==> config.mk <==
export PLATFORM = sky130hd
export DESIGN_NAME = f_window_fetch
export DESIGN_NICKNAME = d
export VERILOG_FILES = /design/src/rtl/f_window_fetch.sv
export SDC_FILE = /design/constraint.sdc
export NUM_CORES = 2
export LEC_CHECK = 0
export ABC_AREA = 1
export CAP_MARGIN = 30
export CORE_ASPECT_RATIO = 1.2
export CORE_MARGIN = 2
export CORE_UTILIZATION = 46
export DETAILED_ROUTE_END_ITERATION = 8
export SYNTH_ARGS = -nofsm -noshare
export SYNTH_HDL_FRONTEND = slang
export SYNTH_SLANG_ARGS = --single-unit
==> constraint.sdc <==
create_clock -name Clock -period 3.4 [get_ports Clock]
set_input_delay 0.34 -clock Clock [delete_from_list [all_inputs] [get_ports Clock]]
set_output_delay 0.34 -clock Clock [all_outputs]
set_load 0.05 [all_outputs]
==> src/rtl/f_window_fetch.sv <==
// f_window_fetch
// Fetch stage of the median filter pipeline. Raster-scans an IMG_DIM x IMG_DIM
// image from pixel memory, one read per cycle. Two line buffers and a 3x3
// shift window build the neighbourhood of every interior pixel, which is
// presented registered to the F->SO pipeline register.
//
// Ports
//   Clock       single clock, all state updates on posedge
//   Reset       synchronous, active-high
//   Start       one-cycle pulse, begins a frame scan when idle
//   MemRead     read strobe to pixel memory
//   MemAddr     read address {row, col}
//   MemData     read data, valid one cycle after MemRead
//   F_row       centre row of the current window
//   F_col       centre column of the current window
//   F_Window    F_Window[i][j] = pixel(F_row-1+i, F_col-1+j)
//   F_MemWrite  window valid; median is written at (F_row, F_col)
//   F_Enable    a pixel was processed this cycle
//   Busy        frame scan in progress
//   Done        one-cycle pulse at frame end
//
// state | meaning
// ------+-----------------------------------------------------
// IDLE  | waiting for Start
// READ  | one memory read per cycle, raster order
// DRAIN | reads finished, flushing the 2-cycle data pipeline
// DONE  | Done pulse, back to IDLE
module f_window_fetch #(
  parameter int IMG_DIM = 64,
  parameter int COORD_W = 6,
  parameter int PIX_W   = 8,
  parameter int ADDR_W  = 12
) (
  input  logic                         Clock,
  input  logic                         Reset,
  input  logic                         Start,
  output logic                         MemRead,
  output logic [ADDR_W-1:0]            MemAddr,
  input  logic [PIX_W-1:0]             MemData,
  output logic [COORD_W-1:0]           F_row,
  output logic [COORD_W-1:0]           F_col,
  output logic [2:0][2:0][PIX_W-1:0]   F_Window,
  output logic                         F_MemWrite,
  output logic                         F_Enable,
  output logic                         Busy,
  output logic                         Done
);

  typedef enum logic [1:0] {IDLE, READ, DRAIN, DONE} state_t;

  // DRAIN lasts two cycles; the down-counter is loaded with DRAIN_CYCLES-1.
  localparam int DRAIN_CYCLES = 2;
  localparam logic [1:0] DRAIN_LOAD = 2'(DRAIN_CYCLES - 1);

  state_t               state;
  logic [COORD_W-1:0]   rd_row;
  logic [COORD_W-1:0]   rd_col;
  logic [1:0]           drain_cnt;
  logic                 last_read;

  // Pixel tagging: MemData in this cycle belongs to the coordinates read
  // in the previous cycle.
  logic                 pix_valid;
  logic [COORD_W-1:0]   tag_row;
  logic [COORD_W-1:0]   tag_col;

  logic [PIX_W-1:0]     lb0 [IMG_DIM];  // previous row
  logic [PIX_W-1:0]     lb1 [IMG_DIM];  // row before that
  logic [2:0][2:0][PIX_W-1:0] win;
  logic [2:0][2:0][PIX_W-1:0] win_next;
  logic [2:0][PIX_W-1:0]      new_col;
  logic                 interior;

  assign MemAddr   = {rd_row, rd_col};
  assign last_read = (&rd_row) && (&rd_col);

  // ---------------------------------------------------------------------
  // Sequencer
  // ---------------------------------------------------------------------
  always_ff @(posedge Clock) begin
    if (Reset) begin
      state     <= IDLE;
      rd_row    <= '0;
      rd_col    <= '0;
      drain_cnt <= '0;
      MemRead   <= 1'b0;
      Busy      <= 1'b0;
      Done      <= 1'b0;
    end else begin
      Done <= 1'b0;
      case (state)
        IDLE: begin
          if (Start) begin
            state   <= READ;
            rd_row  <= '0;
            rd_col  <= '0;
            MemRead <= 1'b1;
            Busy    <= 1'b1;
          end
        end
        READ: begin
          // The address increments as one ADDR_W counter so the column
          // wrap carries into the row; after (63,63) it returns to 0.
          {rd_row, rd_col} <= {rd_row, rd_col} + ADDR_W'(1);
          if (last_read) begin
            state     <= DRAIN;
            MemRead   <= 1'b0;
            drain_cnt <= DRAIN_LOAD;
          end
        end
        DRAIN: begin
          if (drain_cnt == 2'd0) begin
            state <= DONE;
            Busy  <= 1'b0;
            Done  <= 1'b1;
          end else begin
            drain_cnt <= drain_cnt - 2'd1;
          end
        end
        DONE: begin
          state <= IDLE;
        end
        default: begin
          state <= IDLE;
        end
      endcase
    end
  end

  // ---------------------------------------------------------------------
  // Window assembly
  // ---------------------------------------------------------------------
  assign interior = (tag_row >= COORD_W'(2)) && (tag_col >= COORD_W'(2));

  always_comb begin
    new_col    = '0;
    new_col[0] = lb1[tag_col];
    new_col[1] = lb0[tag_col];
    new_col[2] = MemData;
    win_next   = '0;
    for (int i = 0; i < 3; i++) begin
      win_next[i][0] = win[i][1];
      win_next[i][1] = win[i][2];
      win_next[i][2] = new_col[i];
    end
  end

  always_ff @(posedge Clock) begin
    if (Reset) begin
      pix_valid  <= 1'b0;
      tag_row    <= '0;
      tag_col    <= '0;
      win        <= '0;
      F_row      <= '0;
      F_col      <= '0;
      F_Window   <= '0;
      F_MemWrite <= 1'b0;
      F_Enable   <= 1'b0;
      for (int k = 0; k < IMG_DIM; k++) begin
        lb0[k] <= '0;
        lb1[k] <= '0;
      end
    end else begin
      pix_valid  <= MemRead;
      tag_row    <= rd_row;
      tag_col    <= rd_col;
      F_Enable   <= pix_valid;
      F_MemWrite <= pix_valid && interior;
      if (pix_valid) begin
        lb1[tag_col] <= lb0[tag_col];
        lb0[tag_col] <= MemData;
        win          <= win_next;
        // Columns left over from the previous row sit in win after a row
        // wrap; requiring col >= 2 guarantees two fresh shifts first.
        if (interior) begin
          F_row    <= tag_row - COORD_W'(1);
          F_col    <= tag_col - COORD_W'(1);
          F_Window <= win_next;
        end
      end
    end
  end

endmodule

==> impl_results.md <==
* Outcome: finished clean
* Primary FF master, synth: sky130_fd_sc_hd__edfxtp_1
* Headroom to the max-slew limit at 29.7%
* Floorplan row count at 137
* Post-Synthesis Net Count at ~6200
* GRT overflow at 0
* Delay of the slowest critical-path stage at between 0.8 and 0.9 ns
* CTS Hold Bufs at 1
* Post-synthesis instance area at 54000 µm²
* Class of the worst hold path: reg -> reg
* Final critical-path required period at ~3.3 ns
* Worst Setup Path Type: reg -> reg
* Worst-Margin Slew at about 1.1 ns
* Clock tree from TritonCTS: yes
* Share of post-route cells with drive strength above 1 at 7.98%
* Starting utilization of the core area at a little under half
* Maximum count of clock buffers along a single path at 3
* Cell Area, Placed at between 50000 and 60000 µm²
* Average wire per cell in the routed design at roughly 20 µm
* Top Family by Delay on Critical Path: simple AND/OR/NAND/NOR gates
* Drt first pass iters at 6
* Post-synthesis compound-gate area fraction at 2.20%
* Post-Synthesis Mean Instance Area at between 8 and 9 µm²
* Critical path peak fanout at 64
* Startpoint type of the worst setup path: flip-flop
* Via count of the first global-routing pass at slightly below 40000
* Number of I/O pins at 112
* Input/output buffers at roughly 110
* Number of buffers and inverters on the critical path at 2
* Multiplexer share of the synthesized area at 0%
* H-tree level count at 3
* Wire length reported by the detailed router at about 160 mm
* Via-per-instance ratio at 5.26
* Clock root buffer master: sky130_fd_sc_hd__clkbuf_16
* Hold Vio Cnt, Final at 0
* Share of power burned in combinational logic at a little over an eighth
* Height of the chip at approximately 380 µm
* Unrepaired setup endpoints after global routing: no
* Total power of the final layout at between 0.03 and 0.04 W
* Highest Clock Rate at around 0.30 GHz
* Post-synthesis simple-gate area fraction at about 30%
* Net total in the final layout at around 6300
* Die width at around 320 µm
* Crit path arrival time at around 3.8 ns
* Sequential fraction of the synthesis area at a little over three fifths
* Layout overhead on the synthesized area at 14.3%
* First-pass GRT wire length at around 240 mm
* Number of buffers added by the clock tree synthesis step at 120
* Maximum Capacitance Violations at 0
* NetSw at between 0.009 and 0.01 W
* Pwr Density at 563 nW/µm²
* Cells taking the most area after synthesis: sky130_fd_sc_hd__edfxtp_1 (57%), sky130_fd_sc_hd__nand2_1 (19%), sky130_fd_sc_hd__nor2_1 (8.8%)
* Internal Power at ~0.025 W
* Number of gates resized after cts at 0
* FF+latch count, synth at 1190
* Period utilisation layout at a little over nine tenths
* CP cell instances: inv_8 -> buf_12 -> nand2_1 -> nand2_1 -> nand2_1 -> nand2_1 -> nand2_1 -> nand2_1 -> nand2_1 -> nand2_1 -> nor2_1 -> and2_4 -> nor2_1
* Insertion delay to the later sink of the worst-skew pair at roughly 0.75 ns
* Net switching fraction of the power at between 20% and 30%
* Worst clock skew at 0.0371 ns
* Dominant combinational cell family by area after synthesis: simple AND/OR/NAND/NOR gates
* Number of setup violations in the final report at 0
* Die area at between 100000 and 150000 µm²
* Total routing usage reported by global routing at 27.1%
* Fraction of registers with async set/reset at 0%
* Reg power frac at a little under half
* Required time of the worst setup path at around 3.8 ns
* Kind of end point of the critical path: flip-flop
* CTS sink cnt at 1190
* Worst VDD drop at about 420 µV
* Final-layout setup total negative slack at 0 ns
* Residual DRC count at 0
* Number of antenna violations at the first check in global routing at 1
* Static Leakage at 26.8 nW
* Parity-gate share of the synthesized area counting xor and xnor cells at 0.0648%
* Cell type with the largest total area after synthesis: sky130_fd_sc_hd__edfxtp_1
* Iteration-0 DRC count of the detailed router at 4194
* Area share of the leading cell type in the synthesized netlist at 56.9%
* Cell variety after synth at 35
* Fraction of the mapped netlist area in adder cells at less than 1%
* Final instance area at roughly 60000 µm²
* Half-perimeter wire length of the detailed placement result at between 100 and 150 mm
* Overall via count from detail_route at roughly 42000
* Critical-path top delay cell: sky130_fd_sc_hd__and2_4
* Number of buffers inserted to repair setup after CTS at 0
* Final slew viol count at 0
* Routability cong. at between 0.9 and 1
* Core Box Area at ~120000 µm²
* Number of standard cells after synthesis at a little over 6000
* Largest net degree at the start of global routing at 86
* Proportion of power drawn by the clock network at 38.7%
* Clk slew on worst S/H paths at roughly 0.060 ns
* Post-detailed-route count of antenna-violating nets at 0
* Yosys synthesis warning count at 0
* EDFF count, synth at 1024
* Most prevalent standard cell on the critical path: sky130_fd_sc_hd__nand2_1
[final timing paths]
check | end | from | slack (ns) | cells past startpoint
setup / recovery | lb1[60][7] | tag_col[0] | 0.09 | 13
hold / removal | F_row[0] | tag_row[0] | 0.43 | 1
setup reg to reg | lb1[60][7] | tag_col[0] | 0.09 | 13
hold reg to reg | F_row[0] | tag_row[0] | 0.43 | 1
[cells by family after synthesis]
logic type,count (synthesis)
AOI/OAI and AO/OA,231
xor gates and xnor gates,4
adders and majority gates,9
buffers and inverters,595
DFF,1190
and+or+nand+nor,4193
[cells in the mapped netlist (3+ instances only)]
library cell	number
sky130_fd_sc_hd__nor3_1	12
sky130_fd_sc_hd__buf_2	166
sky130_fd_sc_hd__o211ai_1	4
sky130_fd_sc_hd__nor3_2	3
sky130_fd_sc_hd__dfxtp_1	166
sky130_fd_sc_hd__and2_1	8
sky130_fd_sc_hd__buf_6	19
sky130_fd_sc_hd__a211oi_1	4
sky130_fd_sc_hd__nand2_1	2778
sky130_fd_sc_hd__inv_2	4
sky130_fd_sc_hd__nand3_1	71
sky130_fd_sc_hd__nor2_2	5
sky130_fd_sc_hd__clkbuf_1	212
sky130_fd_sc_hd__edfxtp_1	1024
sky130_fd_sc_hd__nand2_2	10
sky130_fd_sc_hd__o21ai_0	132
sky130_fd_sc_hd__nor2_1	1272
sky130_fd_sc_hd__a21oi_1	84
sky130_fd_sc_hd__ha_1	9
sky130_fd_sc_hd__nand4_1	23
sky130_fd_sc_hd__inv_1	155
sky130_fd_sc_hd__or2_2	5
sky130_fd_sc_hd__buf_1	37
sky130_fd_sc_hd__a31oi_1	3
[per-stage QoR]
step | util, % | hold WS (ns) | setup WS, ns | std cells
detailed placement | 49.6 | 0.431 | 0.0982 | 7691
global placement | 49.5 | 0.425 | 0.173 | 7690
finish | 53.1 | 0.434 | 0.0852 | 7920
floorplan | - | 0.406 | 0.857 | 6222
CTS | 53.0 | 0.379 | 0.0775 | 7915
global route | 53.1 | 0.446 | 0.000753 | 7919
[layer usage]
metal / part of all wire (%) / GRT usage [%] / vias up
met5: 0 / 0 / -
met4: 4.8 / 12.9 / 0
met3: 7.3 / 3.69 / 291
met2: 48 / 44.7 / 1575
met1: 40 / 35.4 / 19900
li1: - / - / 19800
[cell usage in the layout (no fill, tap or decap), types with 10 or more instances in the layout]
cell type,n
sky130_fd_sc_hd__dfxtp_1,162
sky130_fd_sc_hd__nand2_1,2778
sky130_fd_sc_hd__clkbuf_1,23
sky130_fd_sc_hd__buf_4,221
sky130_fd_sc_hd__clkinv_1,16
sky130_fd_sc_hd__buf_12,43
sky130_fd_sc_hd__clkinv_2,24
sky130_fd_sc_hd__nor3_1,10
sky130_fd_sc_hd__nand4_1,23
sky130_fd_sc_hd__nor2_1,1269
sky130_fd_sc_hd__clkbuf_8,13
sky130_fd_sc_hd__clkdlybuf4s50_1,110
sky130_fd_sc_hd__inv_1,146
sky130_fd_sc_hd__nand3_1,71
sky130_fd_sc_hd__a21oi_1,84
sky130_fd_sc_hd__nand2_2,10
sky130_fd_sc_hd__edfxtp_1,1024
sky130_fd_sc_hd__o21ai_0,132
sky130_fd_sc_hd__clkbuf_16,127
[power groups by stage]
| stage | logic (W) | registers, W | clock network [W] |
|---|---|---|---|
| finish | 0.00471 | 0.0166 | 0.0135 |
| global route | 0.00513 | 0.0167 | 0.0141 |
| CTS | 0.00463 | 0.0166 | 0.0136 |
| detailed placement | 0.00461 | 0.0169 | 0 |
| global placement | 0.00455 | 0.0169 | 0 |
| floorplan | 0.00288 | 0.0169 | 0 |
[sequential cells by signal, indices dropped and copies added, names as in the netlist, 6 cells and up]
signal and flops:
win 48, tag_col 6, rd_row 6, tag_row 6
F_Window 72, F_col 6, rd_col 6, lb0 512
lb1 512, F_row 6
[worst register-to-register path, stage by stage, from the launching register on]
cell and delay (ns):
sky130_fd_sc_hd__dfxtp_4 0.41, sky130_fd_sc_hd__inv_8 0.17, sky130_fd_sc_hd__buf_12 0.30, sky130_fd_sc_hd__nand2_1 0.11
sky130_fd_sc_hd__nand2_1 0.06, sky130_fd_sc_hd__nand2_1 0.06, sky130_fd_sc_hd__nand2_1 0.08, sky130_fd_sc_hd__nand2_1 0.07
sky130_fd_sc_hd__nand2_1 0.06, sky130_fd_sc_hd__nand2_1 0.09, sky130_fd_sc_hd__nand2_1 0.30, sky130_fd_sc_hd__nor2_1 0.31
sky130_fd_sc_hd__and2_4 0.84, sky130_fd_sc_hd__nor2_1 0.16
[final cells by class]
| type | count | area (µm²) |
|---|---|---|
| antenna | 1 | 2.50 |
| clock buffer | 170 | 3480 |
| clock inverter | 53 | 508 |
| fill | 10600 | 54600 |
| inverter | 160 | 633 |
| multi-input combinational | 4437 | 17400 |
| sequential | 1190 | 34100 |
| tap | 1529 | 1910 |
| timing repair buffer | 380 | 3750 |
Note: power is estimated with default switching activity, not from simulation.
